$ cat src/rtl/hsst2ad_pkg.sv
// Shared definitions for the hsst2ad FIFO read-side stream logic.
// Contents:
//   RD_LAT_NO_OREG / RD_LAT_OREG : the two legal FIFO read latencies
//   DEF_DATA_WIDTH / DEF_PKT_LEN : defaults shared with the FIFO instance
//   clog2()                      : ceiling log2 for parameter arithmetic
package hsst2ad_pkg;

  localparam int RD_LAT_NO_OREG = 1;
  localparam int RD_LAT_OREG    = 2;

  localparam int DEF_DATA_WIDTH = 32;
  localparam int DEF_PKT_LEN    = 256;

  // Ceiling log2; clog2(1) is 0, so callers only use it where value >= 2.
  function automatic int clog2(input int value);
    int r;
    int v;
    r = 0;
    v = value - 1;
    while (v > 0) begin
      r = r + 1;
      v = v >> 1;
    end
    return r;
  endfunction

endpackage

$ cat src/rtl/hsst2ad_skid_buf.sv
// Circular skid buffer holding words returned by the FIFO until the stream
// consumer accepts them.
// Ports:
//   clk, rst    : clock, synchronous active-high reset
//   push        : write push_data at wr_ptr (caller guarantees no overflow)
//   push_data   : word to store
//   pop         : advance rd_ptr (caller guarantees level != 0)
//   head_data   : entry at rd_ptr, unregistered
//   level       : current occupancy, 0..DEPTH
module hsst2ad_skid_buf
  import hsst2ad_pkg::*;
#(
  parameter int DATA_WIDTH = DEF_DATA_WIDTH,
  parameter int DEPTH      = 3,
  localparam int LVL_W     = clog2(DEPTH + 1),
  localparam int PTR_W     = clog2(DEPTH)
) (
  input  logic                  clk,
  input  logic                  rst,
  input  logic                  push,
  input  logic [DATA_WIDTH-1:0] push_data,
  input  logic                  pop,
  output logic [DATA_WIDTH-1:0] head_data,
  output logic [LVL_W-1:0]      level
);

  logic [DATA_WIDTH-1:0] mem [DEPTH];
  logic [PTR_W-1:0]      wr_ptr;
  logic [PTR_W-1:0]      rd_ptr;

  function automatic logic [PTR_W-1:0] ptr_next(input logic [PTR_W-1:0] p);
    return (p == PTR_W'(DEPTH - 1)) ? '0 : p + PTR_W'(1);
  endfunction

  always_ff @(posedge clk) begin
    if (rst) begin
      // Entries are cleared so head_data reads zero out of reset.
      for (int i = 0; i < DEPTH; i++) begin
        mem[i] <= '0;
      end
      wr_ptr <= '0;
      rd_ptr <= '0;
      level  <= '0;
    end else begin
      if (push) begin
        mem[wr_ptr] <= push_data;
        wr_ptr      <= ptr_next(wr_ptr);
      end
      if (pop) begin
        rd_ptr <= ptr_next(rd_ptr);
      end
      if (push && !pop) begin
        level <= level + LVL_W'(1);
      end else if (pop && !push) begin
        level <= level - LVL_W'(1);
      end
    end
  end

  assign head_data = mem[rd_ptr];

endmodule

$ cat src/rtl/fifo_rd_stream_hsst2ad.sv
// Read-side consumer of the hsst2ad FIFO. Turns rd_en/rd_data/rd_empty with
// a fixed read latency into a valid/ready stream with a packet-end marker.
// Reads are issued only when the skid buffer has room for every word already
// in flight, so backpressure never drops data and out_ready has no path to
// fifo_rd_en.
// Ports:
//   rd_clk, rd_rst : FIFO read clock, synchronous active-high reset
//   fifo_rd_data   : FIFO read data, valid RD_LATENCY cycles after rd_en
//   fifo_rd_empty  : FIFO empty flag
//   fifo_rd_en     : FIFO read enable
//   fifo_rd_oce    : FIFO output-register enable (RD_LATENCY=2 only)
//   out_data/out_valid/out_ready : stream interface
//   out_last       : final beat of each PKT_LEN-beat packet
//   buf_level      : skid-buffer occupancy
module fifo_rd_stream_hsst2ad
  import hsst2ad_pkg::*;
#(
  parameter int DATA_WIDTH  = DEF_DATA_WIDTH,
  parameter int RD_LATENCY  = RD_LAT_NO_OREG,
  parameter int PKT_LEN     = DEF_PKT_LEN,
  localparam int SKID_DEPTH = RD_LATENCY + 2,
  localparam int LVL_W      = clog2(SKID_DEPTH + 1)
) (
  input  logic                  rd_clk,
  input  logic                  rd_rst,
  input  logic [DATA_WIDTH-1:0] fifo_rd_data,
  input  logic                  fifo_rd_empty,
  output logic                  fifo_rd_en,
  output logic                  fifo_rd_oce,
  output logic [DATA_WIDTH-1:0] out_data,
  output logic                  out_valid,
  input  logic                  out_ready,
  output logic                  out_last,
  output logic [LVL_W-1:0]      buf_level
);

  localparam int CNT_W = clog2(PKT_LEN);
  localparam int INF_W = clog2(RD_LATENCY + 1);

  // Bit 0 is the newest request; the top bit marks the cycle data is valid.
  logic [RD_LATENCY-1:0] infl_sr;
  logic [INF_W-1:0]      inflight;
  logic                  credit_ok;
  logic                  push;
  logic                  pop;
  logic [CNT_W-1:0]      beat_cnt;

  always_comb begin
    inflight = '0;
    for (int i = 0; i < RD_LATENCY; i++) begin
      inflight = inflight + INF_W'(infl_sr[i]);
    end
  end

  assign credit_ok  = (int'(buf_level) + int'(inflight)) < SKID_DEPTH;
  assign fifo_rd_en = !rd_rst && !fifo_rd_empty && credit_ok;

  always_ff @(posedge rd_clk) begin
    if (rd_rst) begin
      infl_sr <= '0;
    end else begin
      infl_sr <= (infl_sr << 1) | RD_LATENCY'(fifo_rd_en);
    end
  end

  assign fifo_rd_oce = (RD_LATENCY == RD_LAT_OREG) ? infl_sr[0] : 1'b0;

  assign push = infl_sr[RD_LATENCY-1];
  assign pop  = out_valid && out_ready;

  hsst2ad_skid_buf #(
    .DATA_WIDTH (DATA_WIDTH),
    .DEPTH      (SKID_DEPTH)
  ) u_skid_buf (
    .clk       (rd_clk),
    .rst       (rd_rst),
    .push      (push),
    .push_data (fifo_rd_data),
    .pop       (pop),
    .head_data (out_data),
    .level     (buf_level)
  );

  assign out_valid = (buf_level != '0);

  // Holds across stalls and FIFO-empty gaps so packets span them.
  always_ff @(posedge rd_clk) begin
    if (rd_rst) begin
      beat_cnt <= '0;
    end else if (pop) begin
      if (beat_cnt == CNT_W'(PKT_LEN - 1)) begin
        beat_cnt <= '0;
      end else begin
        beat_cnt <= beat_cnt + CNT_W'(1);
      end
    end
  end

  assign out_last = out_valid && (beat_cnt == CNT_W'(PKT_LEN - 1));

endmodule

$ cat config.mk
export PLATFORM = sky130hd
export DESIGN_NAME = fifo_rd_stream_hsst2ad
export DESIGN_NICKNAME = d
export VERILOG_FILES = /design/src/rtl/hsst2ad_pkg.sv /design/src/rtl/hsst2ad_skid_buf.sv /design/src/rtl/fifo_rd_stream_hsst2ad.sv
export SDC_FILE = /design/constraint.sdc
export NUM_CORES = 1
export LEC_CHECK = 0
export CAP_MARGIN = 20
export CORE_UTILIZATION = 60
export DETAILED_ROUTE_END_ITERATION = 16
export HOLD_SLACK_MARGIN = 0.08
export PLACE_DENSITY = 0.85
export SYNTH_ARGS = -nofsm -noshare
export SYNTH_HDL_FRONTEND = slang
export SYNTH_SLANG_ARGS = --single-unit
$ cat constraint.sdc
create_clock -name rd_clk -period 6.2 [get_ports rd_clk]
set_input_delay 1.86 -clock rd_clk [delete_from_list [all_inputs] [get_ports rd_clk]]
set_output_delay 1.86 -clock rd_clk [all_outputs]
set_load 0.05 [all_outputs]
==> results of run 1 <==
## logic make-up (layout without fill, tap and decap cells)
family	Yosys count	in the layout	synth area share (%)
other	1	1	0.0619
multiplexers	35	35	12.4
flip-flops	145	145	69.1
AO/OA/AOI/OAI	20	20	2.17
AND/OR/NAND/NOR	129	129	13.1
buffers and inverters	24	112	1.72
XOR/XNOR	4	4	0.579
adder cells (fa/ha/maj)	4	4	0.827
## cell usage after synthesis, drive strengths merged, types with 3 or more instances
master and number:
buf 10, dfxtp 17, mux4 32, edfxtp 128
clkbuf 10, and2 96, or2 4, inv 4
nand2 6, xor2 4, o21ai 4, ha 4
o31ai 3, nor2 8, o211ai 3, a21oi 6
or3 4
## per-layer routing
| layer | vias up | track usage, % | part of all wire (%) |
|---|---|---|---|
| li1 | 1526 | - | - |
| met2 | 112 | 43.5 | 54 |
| met3 | 18 | 6.29 | 4.6 |
| met5 | - | 0 | 0 |
| met1 | 1744 | 30.6 | 40 |
| met4 | 0 | 10.4 | 1.6 |
## worst register-to-register path: cells and delay by family (launching register included)
family        cells  cell delay (ps)
simple gates      2             1570
flops             1              520
## sequential cells by signal, summed over array words and instances, names as in the netlist, named ones only
| name | count |
|---|---|
| u_skid_buf.rd_ptr | 2 |
| infl_sr | 1 |
| beat_cnt | 8 |
| u_skid_buf.mem | 128 |
| u_skid_buf.level | 2 |
| u_skid_buf.wr_ptr | 2 |
## stage by stage
stage                     hold WS (ps)  util, %  std cells  area (µm²)  power [mW]
final                              508     76.8        583        7510        2.90
after global routing               530     76.8        583        7510        3.00
after CTS                          503     76.8        583        7510        2.91
after detailed placement           496     70.5        551        6890        1.86
after global placement             459     70.5        551        6890        1.85
after floorplan                    454        -        362        6050        1.65
## worst max path at each step
stage | to | slack [ps]
2_1_floorplan | fifo_rd_en | 630
3_3_place_gp | fifo_rd_en | 800
3_5_place_dp | fifo_rd_en | 800
4_1_cts | fifo_rd_en | 810
5_1_grt | fifo_rd_en | 780
6_report | fifo_rd_en | 810
## power breakdown
part           internal (mW)  total [mW]  switching (mW)
Clock                  0.659        1.06           0.403
Combinational          0.263       0.651           0.388
Sequential              1.12        1.19          0.0683
Total                   2.04        2.90           0.859
## layout make-up
class	instances	area, µm²	area share, %
sequential	145	4190	55.8
multi-input combinational	193	1770	23.5
timing repair buffer	76	751	10.0
clock buffer	17	414	5.52
clock inverter	15	208	2.77
tap	133	166	2.22
inverter	4	15.0	0.200
==> results.toml, run 1 <==
[clock_network]
cts_setup_buffers = 0
clk-insertion-delay-late_ps = 520
h-tree-depth = 4
cts_tree = "done"
clk_path_buf_depth = 2
clk_pin_slew_ps = 60
cts_resized = 0
cts_made_buffers = 17
cts_hold_buf = 0
clock-sinks = 145
cts_root_buffer = "clkbuf_8"

[critical_path]
critical_path_buf_inv_count = 2
cp-end-kind = "output pin"
cp_common_cell = "clkdlybuf4s50_1"
r2r_end = "u_skid_buf.mem[1][18]"
reg2regPathDepth = 2
crit_chain = "clkdlybuf4s50_1, a2111oi_1, clkdlybuf4s50_1"
worst_path_dominant_cell_family = "buffers and inverters"
cpMaxStageDelayCell = "clkdlybuf4s50_1"
path_depth = 3
max_stage_delay_ps = 870
reg2reg_setup_slack_ps = 3700
criticalPathCategory = "input port to output pin"
cp_max_fo = 4
r2r-start = "infl_sr"
arrival_ps = 3530
critPathRequiredTime_ps = 4340
critPathLaunchType = "input port"
critPathLaunch = "rd_rst"

[min_path]
hp-start = "beat_cnt[5]"
hold_path_end = "beat_cnt[5]"
hold_depth = 2
hp-class = "flip-flop to flip-flop"

[yosys]
async_flop_share_pct = 0
ys_types = 36
syn_inst = 362
yosysWarnings = 0
ys_seq_area_share_pct = 69.1
synth_top_area_share_pct = 63.5
synth_ff_type = "edfxtp_1"
synth-seq-cells = 145
syn-cell-area_mm2 = 0.00605
synthTopCellsByArea = "edfxtp_1 (63%), mux4_2 (12%), and2_1 (9.9%)"
synth_edf_count = 128
yosys.area.top_type = "edfxtp_1"
synth_nets = 402
synth_area_per_cell_um2 = 16.7

[placement]
routabilityCongestion = 0.792
io_buffers = 72
dp_slack_ps = 798
hpwl_um = 6700

[floorplanning]
chipHeight_um = 102
rows = 36
die_area_mm2 = 0.0105
coreArea_mm2 = 0.00977
start_util_pct = 61.9
ioPinCount = 74
die_w_um = 102

[grt]
groute.usage.overall_pct = 25.3
antenna_found_initial = 0
grt_pass1_vias = 3540
grt_max_degree = 34
grt_first_pass_wirelength_um = 18600
overflow = 0

[route]
vias = 3400
wl_per_cell_um = 20.9
drtIter0Drc = 207
wl_um = 12200
vias_per_cell = 5.83
drcViolationCount = 0
drtPass1Iterations = 4
final_antenna_net_count = 0

[final_layout]
layout_common_cells = "edfxtp_1 (128), and2_1 (96), clkdlybuf4s50_1 (72)"
antenna_cells = 0
mostFrequentLayoutCell = "edfxtp_1"
final_nets = 477
synthToLayoutAreaGrowth_pct = 24.0
fillers = 576
layout-drive-gt1-share_pct = 17.6

[timing]
tightest_slew_ps = 910
tns_ps = 0
slew_headroom_pct = 39.3
slew_violations = 0
rsz0062_at_grt = "no"
setup_viol = 0
hold_viol = 0
finalCritPeriodShare_pct = 87.0
min_period_ps = 5390
skew_ps = 9.32
max_freq_ghz = 0.185
timing.final.ws_setup_ps = 806

[pwr]
ir_drop_mv = 0.294
power.density_mw_per_mm2 = 387
static-leakage-power_nw = 2.64

[outcome]
status = "finished, final reports clean"

[flow_run]
max_cap_viol_count = 0
Power figures use the tool's default switching activity.
==> inputs of run 2 (changes only) <==
--- a/config.mk
+++ b/config.mk
@@ -6,6 +6,7 @@
 export NUM_CORES = 1
 export LEC_CHECK = 0
 export CAP_MARGIN = 20
+export CORE_MARGIN = 2
 export CORE_UTILIZATION = 60
 export DETAILED_ROUTE_END_ITERATION = 16
 export HOLD_SLACK_MARGIN = 0.08
==> run 2 against run 1 <==
  * Hold slack got worse by 9.3 ps
  * Critical path depth is the same
  * Fmax is 0.54% higher
  * Register-to-register slack gained 60 ps
  * Largest cell class unchanged
  * Highest routed layer unchanged
==> results.toml, run 2 (synthesis gave the netlist of run 1 again) <==
[pwr]
total_power_mw = 2.83
combPwrFrac_pct = 23.0
p_int_mw = 1.96
power_frac_clock_pct = 35.0
swShare_pct = 30.6
static-leakage-power_nw = 2.61
power_frac_seq_pct = 42.0
p_sw_mw = 0.863
ir_drop_mv = 0.218
power.density_mw_per_mm2 = 379

[placement]
dpl_cell_area_mm2 = 0.00689
hpwl_um = 6570
dp_cells = 551
routabilityCongestion = 0.755
io_buffers = 72

[floorplanning]
die_area_mm2 = 0.0109
ioPinCount = 74
start_util_pct = 61.9
rows = 36
coreArea_mm2 = 0.00977
die_w_um = 104
chipHeight_um = 104

[critical_path]
crit_end = "fifo_rd_en"
crit_chain = "clkdlybuf4s50_1, a2111oi_1, clkdlybuf4s50_1"
cp-end-kind = "output pin"
critPathLaunchType = "input port"
cpMaxStageDelayCell = "clkdlybuf4s50_1"
cp_common_cell = "clkdlybuf4s50_1"
reg2regPathDepth = 2
r2r_end = "u_skid_buf.mem[1][10]"
criticalPathCategory = "input port to output pin"
critPathRequiredTime_ps = 4340
arrival_ps = 3500
critPathLaunch = "rd_rst"
cp_max_fo = 2
r2r-start = "infl_sr"
max_stage_delay_ps = 870
reg2reg_setup_slack_ps = 3760

[clock_network]
clk-insertion-delay-late_ps = 520
cts_root_buffer = "clkbuf_8"
cts_setup_buffers = 0
cts_tree = "done"
clk_path_buf_depth = 2
cts_resized = 0
h-tree-depth = 4
clock-sinks = 145
clk_pin_slew_ps = 60
cts_hold_buf = 0
cts_made_buffers = 17

[final_layout]
final_nets = 477
top_regs = "u_skid_buf.mem (128), beat_cnt (8)"
layout_common_cells = "edfxtp_1 (128), and2_1 (96), clkdlybuf4s50_1 (72)"
synthToLayoutAreaGrowth_pct = 23.3
mostFrequentLayoutCell = "edfxtp_1"
layout-drive-gt1-share_pct = 17.3
design_area_mm2 = 0.00746
antenna_cells = 0
largest_reg_flops = 128
stdcell_count = 583
top_register = "u_skid_buf.mem"

[timing]
slew_headroom_pct = 39.5
max_freq_ghz = 0.186
slew_violations = 0
skew_ps = 8.01
finalCritPeriodShare_pct = 86.5
hold_viol = 0
holdWs_ps = 499
setup_viol = 0
min_period_ps = 5360
tns_ps = 0
rsz0062_at_grt = "no"
tightest_slew_ps = 907

[grt]
grt_pass1_vias = 3441
antenna_found_initial = 0
groute.usage.overall_pct = 23.5
overflow = 0
grt_first_pass_wirelength_um = 18900
grt_max_degree = 34

[min_path]
hp-class = "flip-flop to flip-flop"
hold_depth = 2

[route]
final_antenna_net_count = 0
wl_um = 11900
drtIter0Drc = 235
drtPass1Iterations = 4
vias_per_cell = 5.70
wl_per_cell_um = 20.4
drcViolationCount = 0
vias = 3321

[flow_run]
max_cap_viol_count = 0

[outcome]
status = "finished, final reports clean"
==> run 2: cell types whose count changed in the layout (fill, tap and decap cells not counted) <==
cell | before | now
clkbuf_1 | 0 | 1
clkinvlp_4 | 3 | 5
inv_8 | 1 | 0
inv_6 | 2 | 3
clkinv_4 | 3 | 4
bufinv_16 | 4 | 2
clkinv_2 | 2 | 0
==> run 2: layout make-up <==
cell class,count,area [µm²]
well taps,133,166
inverters,4,15.0
fillers,565,2310
clock inverters,14,159
multi-input cells,193,1770
repair buffers,76,751
flip-flops and latches,145,4190
clock buffers,18,418
==> run 2: worst min path at each step <==
| stage | startpoint | to | slack [ps] |
|---|---|---|---|
| 6_report | u_skid_buf.rd_ptr[0] | flip-flop | 500 |
| 5_1_grt | beat_cnt[7] | beat_cnt[7] | 530 |
| 4_1_cts | u_skid_buf.rd_ptr[0] | flip-flop | 500 |
| 3_5_place_dp | u_skid_buf.rd_ptr[0] | flip-flop | 460 |
| 3_3_place_gp | u_skid_buf.rd_ptr[1] | flip-flop | 460 |
| 2_1_floorplan | u_skid_buf.rd_ptr[0] | flip-flop | 450 |
==> run 2: metrics by stage <==
stage / setup WS [ps] / util [%]
2_1_floorplan: 626 / -
3_3_place_gp: 854 / 70.5
3_5_place_dp: 841 / 70.5
4_1_cts: 812 / 76.4
5_1_grt: 737 / 76.4
6_report: 835 / 76.4
==> run 2: critical path: cells and delay by family <==
family / cells / cell delay (ps)
compound gates: 1 / 290
buf+inv: 2 / 1350
==> run 2: power groups by stage <==
stage	Sequential, mW	Combinational (mW)	Clock, mW
2_1_floorplan	1.18	0.471	0
3_3_place_gp	1.20	0.643	0
3_5_place_dp	1.21	0.650	0
4_1_cts	1.19	0.655	0.995
5_1_grt	1.20	0.684	1.04
6_report	1.19	0.650	0.989
==> run 2: layer usage <==
metal	wire, µm	global-route usage (%)
met1	4650	29.5
met2	6400	39.9
met3	656	4.76
met4	216	9.94
met5	0	0
==> inputs of run 3 (changes only) <==
--- a/config.mk
+++ b/config.mk
@@ -5,7 +5,6 @@
 export SDC_FILE = /design/constraint.sdc
 export NUM_CORES = 1
 export LEC_CHECK = 0
-export CAP_MARGIN = 20
 export CORE_MARGIN = 2
 export CORE_UTILIZATION = 60
 export DETAILED_ROUTE_END_ITERATION = 16
==> results of run 3 <==
Final layout, timing and power as in run 2 (identical DEF).
